--- config.mk ---
export PLATFORM = sky130hd
export DESIGN_NAME = data_mem_access_flat
export DESIGN_NICKNAME = d
export VERILOG_FILES = /design/src/rtl/data_mem_access_if.sv /design/src/rtl/data_mem_access.sv /design/src/flat_wrapper.sv
export SDC_FILE = /design/constraint.sdc
export NUM_CORES = 1
export LEC_CHECK = 0
export CORE_MARGIN = 1
export CORE_UTILIZATION = 45
export CTS_CLUSTER_SIZE = 20
export DETAILED_ROUTE_END_ITERATION = 16
export SYNTH_ARGS = -nofsm -noshare
export SYNTH_HDL_FRONTEND = slang
export SYNTH_SLANG_ARGS = --single-unit
--- constraint.sdc ---
create_clock -name clk -period 5.4 [get_ports clk]
set_input_delay 1.08 -clock clk [delete_from_list [all_inputs] [get_ports clk]]
set_output_delay 1.08 -clock clk [all_outputs]
set_load 0.05 [all_outputs]
--- src/rtl/data_mem_access_if.sv ---
// Bus between the execute stage and the memory unit.
// master (pipeline side): drives valid/uop/addr/wdata and the raw gpio_in pins.
// slave  (data_mem_access): returns d_cache, gpio_state, gpio_out, stall, load_done.
interface data_mem_access_if #(
  parameter int GPIO_WIDTH = 8
);
  logic                  valid;
  logic [4:0]            uop;
  logic [31:0]           addr;
  logic [31:0]           wdata;
  logic [GPIO_WIDTH-1:0] gpio_in;
  logic [31:0]           d_cache;
  logic [31:0]           gpio_state;
  logic [GPIO_WIDTH-1:0] gpio_out;
  logic                  stall;
  logic                  load_done;

  modport master (
    output valid, uop, addr, wdata, gpio_in,
    input  d_cache, gpio_state, gpio_out, stall, load_done
  );

  modport slave (
    input  valid, uop, addr, wdata, gpio_in,
    output d_cache, gpio_state, gpio_out, stall, load_done
  );
endinterface

--- src/rtl/data_mem_access.sv ---
// Execute-stage memory unit: data RAM, GPIO output register, GPIO input
// synchronizer. Services LDR/STR and stalls one cycle on RAM loads because
// the RAM read is registered.
// Ports:
//   clk  - system clock, rising edge
//   rst  - synchronous reset, active high
//   bus  - data_mem_access_if.slave (uop/addr/wdata/gpio_in in,
//          d_cache/gpio_state/gpio_out/stall/load_done out)
module data_mem_access #(
  parameter int DEPTH      = 31,
  parameter int GPIO_ADDR  = 32,
  parameter int GPIO_WIDTH = 8
) (
  input  logic                clk,
  input  logic                rst,
  data_mem_access_if.slave    bus
);
  localparam int AW = (DEPTH > 1) ? $clog2(DEPTH) : 1;
  localparam logic [4:0] UOP_LDR = 5'd10;
  localparam logic [4:0] UOP_STR = 5'd11;

  typedef enum logic {IDLE, RESP} state_t;
  state_t state, state_nxt;

  logic [31:0]           mem [DEPTH];
  logic [31:0]           d_cache;
  logic [GPIO_WIDTH-1:0] gpio_out;
  logic [GPIO_WIDTH-1:0] sync1, sync2;
  logic                  stall, load_done;

  logic is_ram, is_gpio, is_ldr, is_str;
  logic ld_ram, st_ram, st_gpio;
  logic [AW-1:0] idx;

  assign is_ram  = bus.addr < 32'(DEPTH);
  assign is_gpio = bus.addr == 32'(GPIO_ADDR);
  assign is_ldr  = bus.valid && (bus.uop == UOP_LDR);
  assign is_str  = bus.valid && (bus.uop == UOP_STR);
  assign idx     = bus.addr[AW-1:0];

  // Requests are only acted on in IDLE; in RESP the held pipeline is still
  // presenting the same LDR, so inputs are ignored.
  assign ld_ram  = (state == IDLE) && is_ldr && is_ram;
  assign st_ram  = (state == IDLE) && is_str && is_ram;
  assign st_gpio = (state == IDLE) && is_str && is_gpio;

  always_ff @(posedge clk) begin
    if (rst) state <= IDLE;
    else     state <= state_nxt;
  end

  always_comb begin
    state_nxt = IDLE;
    stall     = 1'b0;
    load_done = 1'b0;
    case (state)
      IDLE: begin
        if (ld_ram) begin
          stall     = 1'b1;
          state_nxt = RESP;
        end
      end
      RESP: begin
        load_done = 1'b1;
        state_nxt = IDLE;
      end
      default: state_nxt = IDLE;
    endcase
  end

  // RAM contents are deliberately not reset.
  always_ff @(posedge clk) begin
    if (!rst && st_ram) mem[idx] <= bus.wdata;
  end

  always_ff @(posedge clk) begin
    if (rst) begin
      d_cache  <= '0;
      gpio_out <= '0;
      sync1    <= '0;
      sync2    <= '0;
    end else begin
      if (ld_ram)  d_cache  <= mem[idx];
      if (st_gpio) gpio_out <= bus.wdata[GPIO_WIDTH-1:0];
      sync1 <= bus.gpio_in;
      sync2 <= sync1;
    end
  end

  assign bus.d_cache    = d_cache;
  assign bus.gpio_out   = gpio_out;
  assign bus.gpio_state = 32'(sync2);
  assign bus.stall      = stall;
  assign bus.load_done  = load_done;
endmodule

--- src/flat_wrapper.sv ---
// flat-port wrapper written by rule: the top's interface ports become plain ports
module data_mem_access_flat 
#(
  parameter int DEPTH      = 31,
  parameter int GPIO_ADDR  = 32,
  parameter int GPIO_WIDTH = 8
)
  (clk, rst, bus_valid, bus_uop, bus_addr, bus_wdata, bus_gpio_in, bus_d_cache, bus_gpio_state, bus_gpio_out, bus_stall, bus_load_done);
  data_mem_access_if #(.GPIO_WIDTH(GPIO_WIDTH)) bus_i ();
  input  logic clk;
  input  logic rst;
  input wire logic [$bits(bus_i.valid)-1:0] bus_valid;
  input wire logic [$bits(bus_i.uop)-1:0] bus_uop;
  input wire logic [$bits(bus_i.addr)-1:0] bus_addr;
  input wire logic [$bits(bus_i.wdata)-1:0] bus_wdata;
  input wire logic [$bits(bus_i.gpio_in)-1:0] bus_gpio_in;
  output wire logic [$bits(bus_i.d_cache)-1:0] bus_d_cache;
  output wire logic [$bits(bus_i.gpio_state)-1:0] bus_gpio_state;
  output wire logic [$bits(bus_i.gpio_out)-1:0] bus_gpio_out;
  output wire logic [$bits(bus_i.stall)-1:0] bus_stall;
  output wire logic [$bits(bus_i.load_done)-1:0] bus_load_done;
  assign bus_i.valid = bus_valid;
  assign bus_i.uop = bus_uop;
  assign bus_i.addr = bus_addr;
  assign bus_i.wdata = bus_wdata;
  assign bus_i.gpio_in = bus_gpio_in;
  assign bus_d_cache = bus_i.d_cache;
  assign bus_gpio_state = bus_i.gpio_state;
  assign bus_gpio_out = bus_i.gpio_out;
  assign bus_stall = bus_i.stall;
  assign bus_load_done = bus_i.load_done;
  data_mem_access #(.DEPTH(DEPTH), .GPIO_ADDR(GPIO_ADDR), .GPIO_WIDTH(GPIO_WIDTH)) u_core (.clk(clk), .rst(rst), .bus(bus_i));
endmodule
# Word level (Yosys, flattened, before mapping)
# Memory sizes are Yosys's and may differ from the RTL's. A register that Yosys moved wholly into a read port is not among the register bits.
# Index checks and enable logic that the tools add are counted.
[word_totals] ff_bits=25 ram_bits=992 in_bits=80 out_inout_bits=74 elab_cells=25 mem_count=1
[memory_table] memory="u_core.mem" depth=31 word_bits=32 read_ports=1 rd_ports_with_merged_regs=1 write_ports=1 line_no="data_mem_access.sv:25" text="logic [31:0] mem [DEPTH];"
[classes] order_cmp=1 eq_ne=3 muxes=6 n_bitwise=1 n_reduce_logical=9
[op_table] cell="$eq A32 B6 Y1 const B" count=1
[op_table] cell="$lt A32 B5 Y1 const B" count=1
[op_table] cell="$eq A5 B4 Y1 const B" count=2
[op_table] cell="$logic_and A1 B1 Y1" count=8
[op_table] cell="$mux W1" count=5
[op_table] cell="$pmux W1 S2" count=1
[op_table] cell="$logic_not A1 Y1" count=1
[op_table] cell="$not A1 Y1" count=1

# Longest topological paths before layout
# Gate-level depths: netlist (run 1).
[logic_depth] word_depth=7 depth_mapped=9

# Worst setup path after synthesis (run 1)
# No wires, ideal clock.
[synth_timing] path_type="in2out" startpoint="in bus_uop[4]" endpoint="out bus_stall" arrival_ns=3.091 required_time_ns=4.320 path_slack_ns=1.229 stages=4 n_path_buf=0 path_cell_list="nor4b_1 nand4_2 or2_2 nor3_1"
[synth_between] elab_chain_len=6
[synth_rtl] item="start: declaration" line_no="flat_wrapper.sv:13" text="input wire logic [$bits(bus_i.uop)-1:0] bus_uop;"
[synth_rtl] item="$eq A5 B4 Y1" line_no="data_mem_access.sv:37" text="assign is_ldr = bus.valid && (bus.uop == UOP_LDR);"
[synth_rtl] item="$logic_and A1 B1 Y1" line_no="data_mem_access.sv:37"
[synth_rtl] item="$logic_and A1 B1 Y1 (2 in series)" line_no="data_mem_access.sv:43" text="assign ld_ram = (state == IDLE) && is_ldr && is_ram;"
[synth_rtl] item="$mux W1" line_no="data_mem_access.sv:58" text="if (ld_ram) begin"
[synth_rtl] item="$mux W1" line_no="data_mem_access.sv:56" text="case (state)"
[synth_rtl] item="end: declaration" line_no="flat_wrapper.sv:20" text="output wire logic [$bits(bus_i.stall)-1:0] bus_stall;"
# No other way between the ends.

# Final worst setup path (run 1)
[layout_timing] startpoint="in bus_addr[2]" endpoint="out bus_stall"
[layout_between] elab_chain_len=4
[layout_rtl] item="start: declaration" line_no="flat_wrapper.sv:14" text="input wire logic [$bits(bus_i.addr)-1:0] bus_addr;"
[layout_rtl] item="$lt A32 B5 Y1" line_no="data_mem_access.sv:35" text="assign is_ram = bus.addr < 32'(DEPTH);"
[layout_rtl] item="$logic_and A1 B1 Y1" line_no="data_mem_access.sv:43"
[layout_rtl] item="$mux W1" line_no="data_mem_access.sv:58"
[layout_rtl] item="$mux W1" line_no="data_mem_access.sv:56"
# No other way between the ends.

==> impl_metrics.tcl, run 1 <==
set metrics [dict create \
    post-route-period-util 0.787 \
    fin_setup_tns_ns 0 \
    final_cell_mix "992 x edfxtp_1, 363 x mux2i_1, 131 x o22ai_1" \
    ys_warn_count 0 \
    slew_headroom 0.101 \
    ir_drop_mv 0.304 \
    cts_made_buffers 106 \
    violations "design-rule violations" \
    viasPerCell 5.76 \
    worstPathRequired_ns 4.32 \
    async_flop_share 0 \
    globalplace.congestion 0.809 \
    setup_violations 0 \
    synth_seq_area_share 0.769 \
    clk_pin_slew_worst_paths_ns 0.06 \
    leakage_nw 15.5 \
    clock_sinks 1049 \
    tritoncts "done" \
    drive_gt1_frac 0.153 \
    wl_per_cell_microns 28.2 \
    grt_pass1_vias 21418 \
    grt_max_degree 106 \
    rows 109 \
    crit_fanout 26 \
    fin_crit_ns 4.25 \
    crit_type "in -> out" \
    syn-instance-count 2186 \
    cts-hold-fix-buffers 0 \
    setup_ws_ns 1.15 \
    ctsRootBufferMaster "clkbuf_16" \
    start_util 0.455 \
    fmax_mhz 235 \
    synth_area_sq_um 40200 \
    status "complete, but fails checks" \
    tightest_slew_ns 1.34 \
    areaGrowthSynthToFinish_pct 16.3 \
    hold_class "reg -> reg" \
    endpoint_kind "output pin" \
    ios 154 \
    vias 20917 \
    antenna_found_initial 2 \
    dp_slack_ns 1.16 \
    mostFrequentLayoutCell "edfxtp_1" \
    insertion_delay_ns 0.67 \
    report.final.slew_viol_count 0 \
    htreeDepth 3 \
    cts_resized 0 \
    core_sq_um 88500 \
    synth_edf_count 992 \
    yosys_register_bits 1049 \
    antenna_left 0 \
    maxCapViolCount 0 \
    dp_hpwl_microns 57400 \
    start_kind "input pin" \
    power_density_nw_per_um2 357 \
    overflow 0 \
    fp.dieW_microns 301 \
    syn_area_per_cell_sq_um 18.4 \
    cts_setup_buffers 0 \
    worstPathArrival_ns 3.17 \
    drt_wl_total_microns 103000 \
    ys.flop_type "edfxtp_1" \
    cts_buffer_depth 3 \
    final-hold-violation-count 0 \
    die-height_microns 301 \
    drtIter0Drc 1955 \
    final_nets 2457 \
    firstDrtPassIters 11 \
    die-area_sq_um 90600 \
    grt_pass1_wl_microns 147000 \
    rsz0062_at_grt "false" \
    drc 10 \
    ys_types 49 \
    track_usage 0.228 \
    final.setup_skew_ns 0.0200 \
    port_buffers 129 \
]
-- logic make-up (layout without fill, tap and decap cells) --
kind of cell / Yosys count / count (layout) / synth area share
flip-flops: 1049 / 1049 / 0.769
other: 1 / 26 / 0.0000932
buffers and inverters: 153 / 411 / 0.0207
multiplexers: 426 / 426 / 0.126
AO/OA/AOI/OAI: 234 / 234 / 0.0375
AND/OR/NAND/NOR: 323 / 323 / 0.0474
-- flip-flops by register name (all words and copies together) (netlist names) --
register,count
u_core.bus.d_cache,32
u_core.bus.gpio_out,8
u_core.mem,992
u_core.state,1
u_core.sync1,8
u_core.sync2,8
-- per-stage QoR --
stage               hold slack (ns)  power [mW]  cells  utilization  cell area [sq um]
detailed placement            0.426        9.75   3434        0.490              43400
global placement              0.418        9.74   3434        0.490              43400
finish                        0.425        16.7   3634        0.529              46800
floorplan                     0.414        9.46   2209            -              40300
global route                  0.442        17.2   3634        0.529              46800
CTS                           0.421        16.8   3632        0.529              46800
-- per-layer routing --
metal  vias up  routed length [microns]  track usage  part of all wire
li1       9139                        -            -                 -
met1     10829                    41000        0.294              0.40
met2       768                    51800        0.388              0.50
met3       181                     6680       0.0437             0.065
met4         0                     3190       0.0771             0.031
met5         -                        0            0                 0
-- layout make-up --
cell class / instances / area, sq um
inverter: 5 / 18.8
antenna: 2 / 5.00
clock inverter: 40 / 409
clock buffer: 158 / 2990
multi-input combinational: 1007 / 8830
fill: 6928 / 41700
timing repair buffer: 208 / 2160
tap: 1165 / 1460
sequential: 1049 / 30900
-- cells in the mapped netlist (4+ instances only) --
master | count | share of area
buf_2 | 58 | 0.0072
a211oi_1 | 30 | 0.0056
nor4_1 | 33 | 0.0051
mux4_2 | 63 | 0.035
edfxtp_1 | 992 | 0.74
mux2i_1 | 363 | 0.090
nor2b_1 | 16 | 0.0025
nor4_2 | 4 | 0.0012
and4_1 | 30 | 0.0065
nand2_1 | 34 | 0.0032
o21ai_0 | 33 | 0.0041
o22ai_1 | 131 | 0.020
nand4bb_1 | 5 | 0.0014
nor3_1 | 5 | 0.00062
nor3_2 | 31 | 0.0077
clkbuf_1 | 47 | 0.0044
nor2_1 | 133 | 0.012
buf_4 | 32 | 0.0060
buf_6 | 9 | 0.0025
inv_1 | 5 | 0.00047
a22oi_1 | 30 | 0.0056
dfxtp_1 | 57 | 0.028
-- path summary, 6_finish.rpt --
path / cells past startpoint / start / slack [ns] / to
worst max register to register: 7 / u_core.state / 2.49 / u_core.mem[9][10]
worst max-delay path: 7 / bus_addr[2] / 1.15 / bus_stall
worst min-delay path: 1 / u_core.sync1[4] / 0.43 / u_core.sync2[4]
worst min register to register: 1 / u_core.sync1[4] / 0.43 / u_core.sync2[4]
-- power by group --
group / internal, mW / switching (mW) / total, mW
registers: 8.90 / 0.00111 / 8.90
clock network: 4.16 / 3.00 / 7.16
logic: 0.231 / 0.438 / 0.670
total: 13.3 / 3.44 / 16.7
-- critical path: stages --
cell	delay [ns]
clkdlybuf4s50_1	0.41
buf_4	0.22
and3_2	0.21
a31o_2	0.27
or2_2	0.29
nor3_1	0.46
buf_12	0.21
Note: power is estimated with default switching activity, not from simulation.
==> run 2: changes to the inputs <==
Clock period 5.4 ns to 4.4 ns, I/O delays scaled along.
==> impl_metrics.tcl, run 2 (same netlist as run 1, synthesis figures left out) <==
set metrics [dict create \
    status "complete, but fails checks" \
    violations "design-rule violations" \
    setup_violations 0 \
    cts_buffer_depth 3 \
    vias 20827 \
    clk_pin_slew_worst_paths_ns 0.06 \
    antenna_found_initial 3 \
    die-height_microns 301 \
    insertion_delay_ns 0.67 \
    mostFrequentLayoutCell "edfxtp_1" \
    crit_family "simple AND/OR/NAND/NOR gates" \
    fillers 6930 \
    drtIter0Drc 1672 \
    ios 154 \
    rsz0062_at_grt "false" \
    crit_type "in -> out" \
    cts_resized 0 \
    report.final.slew_viol_count 0 \
    drc 10 \
    finalNonFillerCells 3657 \
    largest_reg_flops 992 \
    viasPerCell 5.70 \
    core_sq_um 88500 \
    fp.dieW_microns 301 \
    crit_fanout 4 \
    leakage_nw 15.7 \
    largest-register "u_core.mem" \
    endpoint_kind "output pin" \
    final.setup_skew_ns 0.0162 \
    final-hold-violation-count 0 \
    ctsRootBufferMaster "clkbuf_16" \
    tightest_slew_ns 1.32 \
    fmax_mhz 273 \
    clock_sinks 1049 \
    htreeDepth 3 \
    die-area_sq_um 90600 \
    fin_setup_tns_ns 0 \
    rows 109 \
    post-route-period-util 0.832 \
    drive_gt1_frac 0.165 \
    grt_max_degree 92 \
    grt_pass1_wl_microns 146000 \
    worstPathRequired_ns 3.52 \
    grt_pass1_vias 21317 \
    wl_per_cell_microns 27.6 \
    worstPathArrival_ns 2.78 \
    start_util 0.455 \
    power_density_nw_per_um2 444 \
    port_buffers 129 \
    final_cell_mix "992 x edfxtp_1, 363 x mux2i_1, 131 x o22ai_1" \
    drt_wl_total_microns 101000 \
    final_nets 2476 \
    antenna_left 0 \
    dp_hpwl_microns 56700 \
    crit_slowest_cell "clkdlybuf4s50_1" \
    ir_drop_mv 0.335 \
    dp.cells 3451 \
    globalplace.congestion 0.802 \
    areaGrowthSynthToFinish_pct 17.1 \
    hold_class "reg -> reg" \
    slew_headroom 0.118 \
    overflow 0 \
    cts_made_buffers 108 \
    maxCapViolCount 0 \
    cts-hold-fix-buffers 0 \
    cts_setup_buffers 0 \
    firstDrtPassIters 11 \
    worst_path_largest_cell_delay_ns 0.45 \
    path_cells "clkdlybuf4s50_1 -> nor4bb_1 -> nand4_2 -> or2_2 -> nor3_1 -> buf_4 -> buf_12" \
    fin_crit_ns 3.66 \
    track_usage 0.224 \
    start_kind "input pin" \
    tritoncts "done" \
    path_buf_inv 3 \
    reg.largest.list "u_core.mem x992, u_core.bus.d_cache x32" \
]
run 2: cell types whose count changed in the layout (fill, tap and decap cells not counted), sizes merged:
cell | before | now
bufinv | 7 | 10
clkinvlp | 2 | 3
clkinv | 25 | 40
buf | 83 | 100
inv | 11 | 12
clkbuf | 158 | 144
run 2: cell type report:
class	instances	area, sq um	share of cell area
flip-flops and latches	1049	30900	0.657
multi-input cells	1007	8830	0.188
clock buffers	144	3010	0.0639
repair buffers	225	2230	0.0473
well taps	1165	1460	0.0309
clock inverters	60	621	0.0132
inverters	5	18.8	0.000398
diodes	2	5.00	0.000106
run 2: worst paths after layout:
kind | from | end | slack [ns] | depth (start not counted)
max | bus_valid | bus_stall | 0.74 | 7
min | u_core.sync1[2] | u_core.sync2[2] | 0.44 | 1
min reg2reg | u_core.sync1[2] | u_core.sync2[2] | 0.44 | 1
max reg2reg | u_core.state | u_core.mem[25][20] | 1.58 | 7
run 2: stage by stage:
step | power [mW] | setup WS [ns] | util | hold slack, ns | instance area, sq um
2_1_floorplan | 11.6 | 0.457 | - | 0.414 | 40300
3_3_place_gp | 12.0 | 0.486 | 0.491 | 0.416 | 43500
3_5_place_dp | 12.0 | 0.519 | 0.491 | 0.427 | 43500
4_1_cts | 21.1 | 0.721 | 0.532 | 0.442 | 47100
5_1_grt | 21.5 | 0.585 | 0.532 | 0.453 | 47100
6_report | 20.9 | 0.738 | 0.532 | 0.439 | 47100
run 2: metal layers:
metal	track usage	up-vias	wire (microns)
met5	0	-	0
met1	0.304	10776	42700
met3	0.0271	169	4880
met2	0.374	682	50000
li1	-	9200	-
met4	0.0752	0	3210
run 2: worst register-to-register path, cell delays in order (launching register included):
cell,delay [ns]
dfxtp_1,0.32
nor4b_1,0.34
nand4_2,0.24
nor3_1,0.55
nand4_1,0.16
buf_4,0.25
nor2_4,0.13
buf_4,0.44
run 2: report_power, final:
part / leakage [nW] / internal [mW] / switching (mW)
Clock: 1.78 / 5.41 / 3.76
Sequential: 9.37 / 10.9 / 0.00130
Combinational: 4.53 / 0.286 / 0.540
Total: 15.7 / 16.6 / 4.30
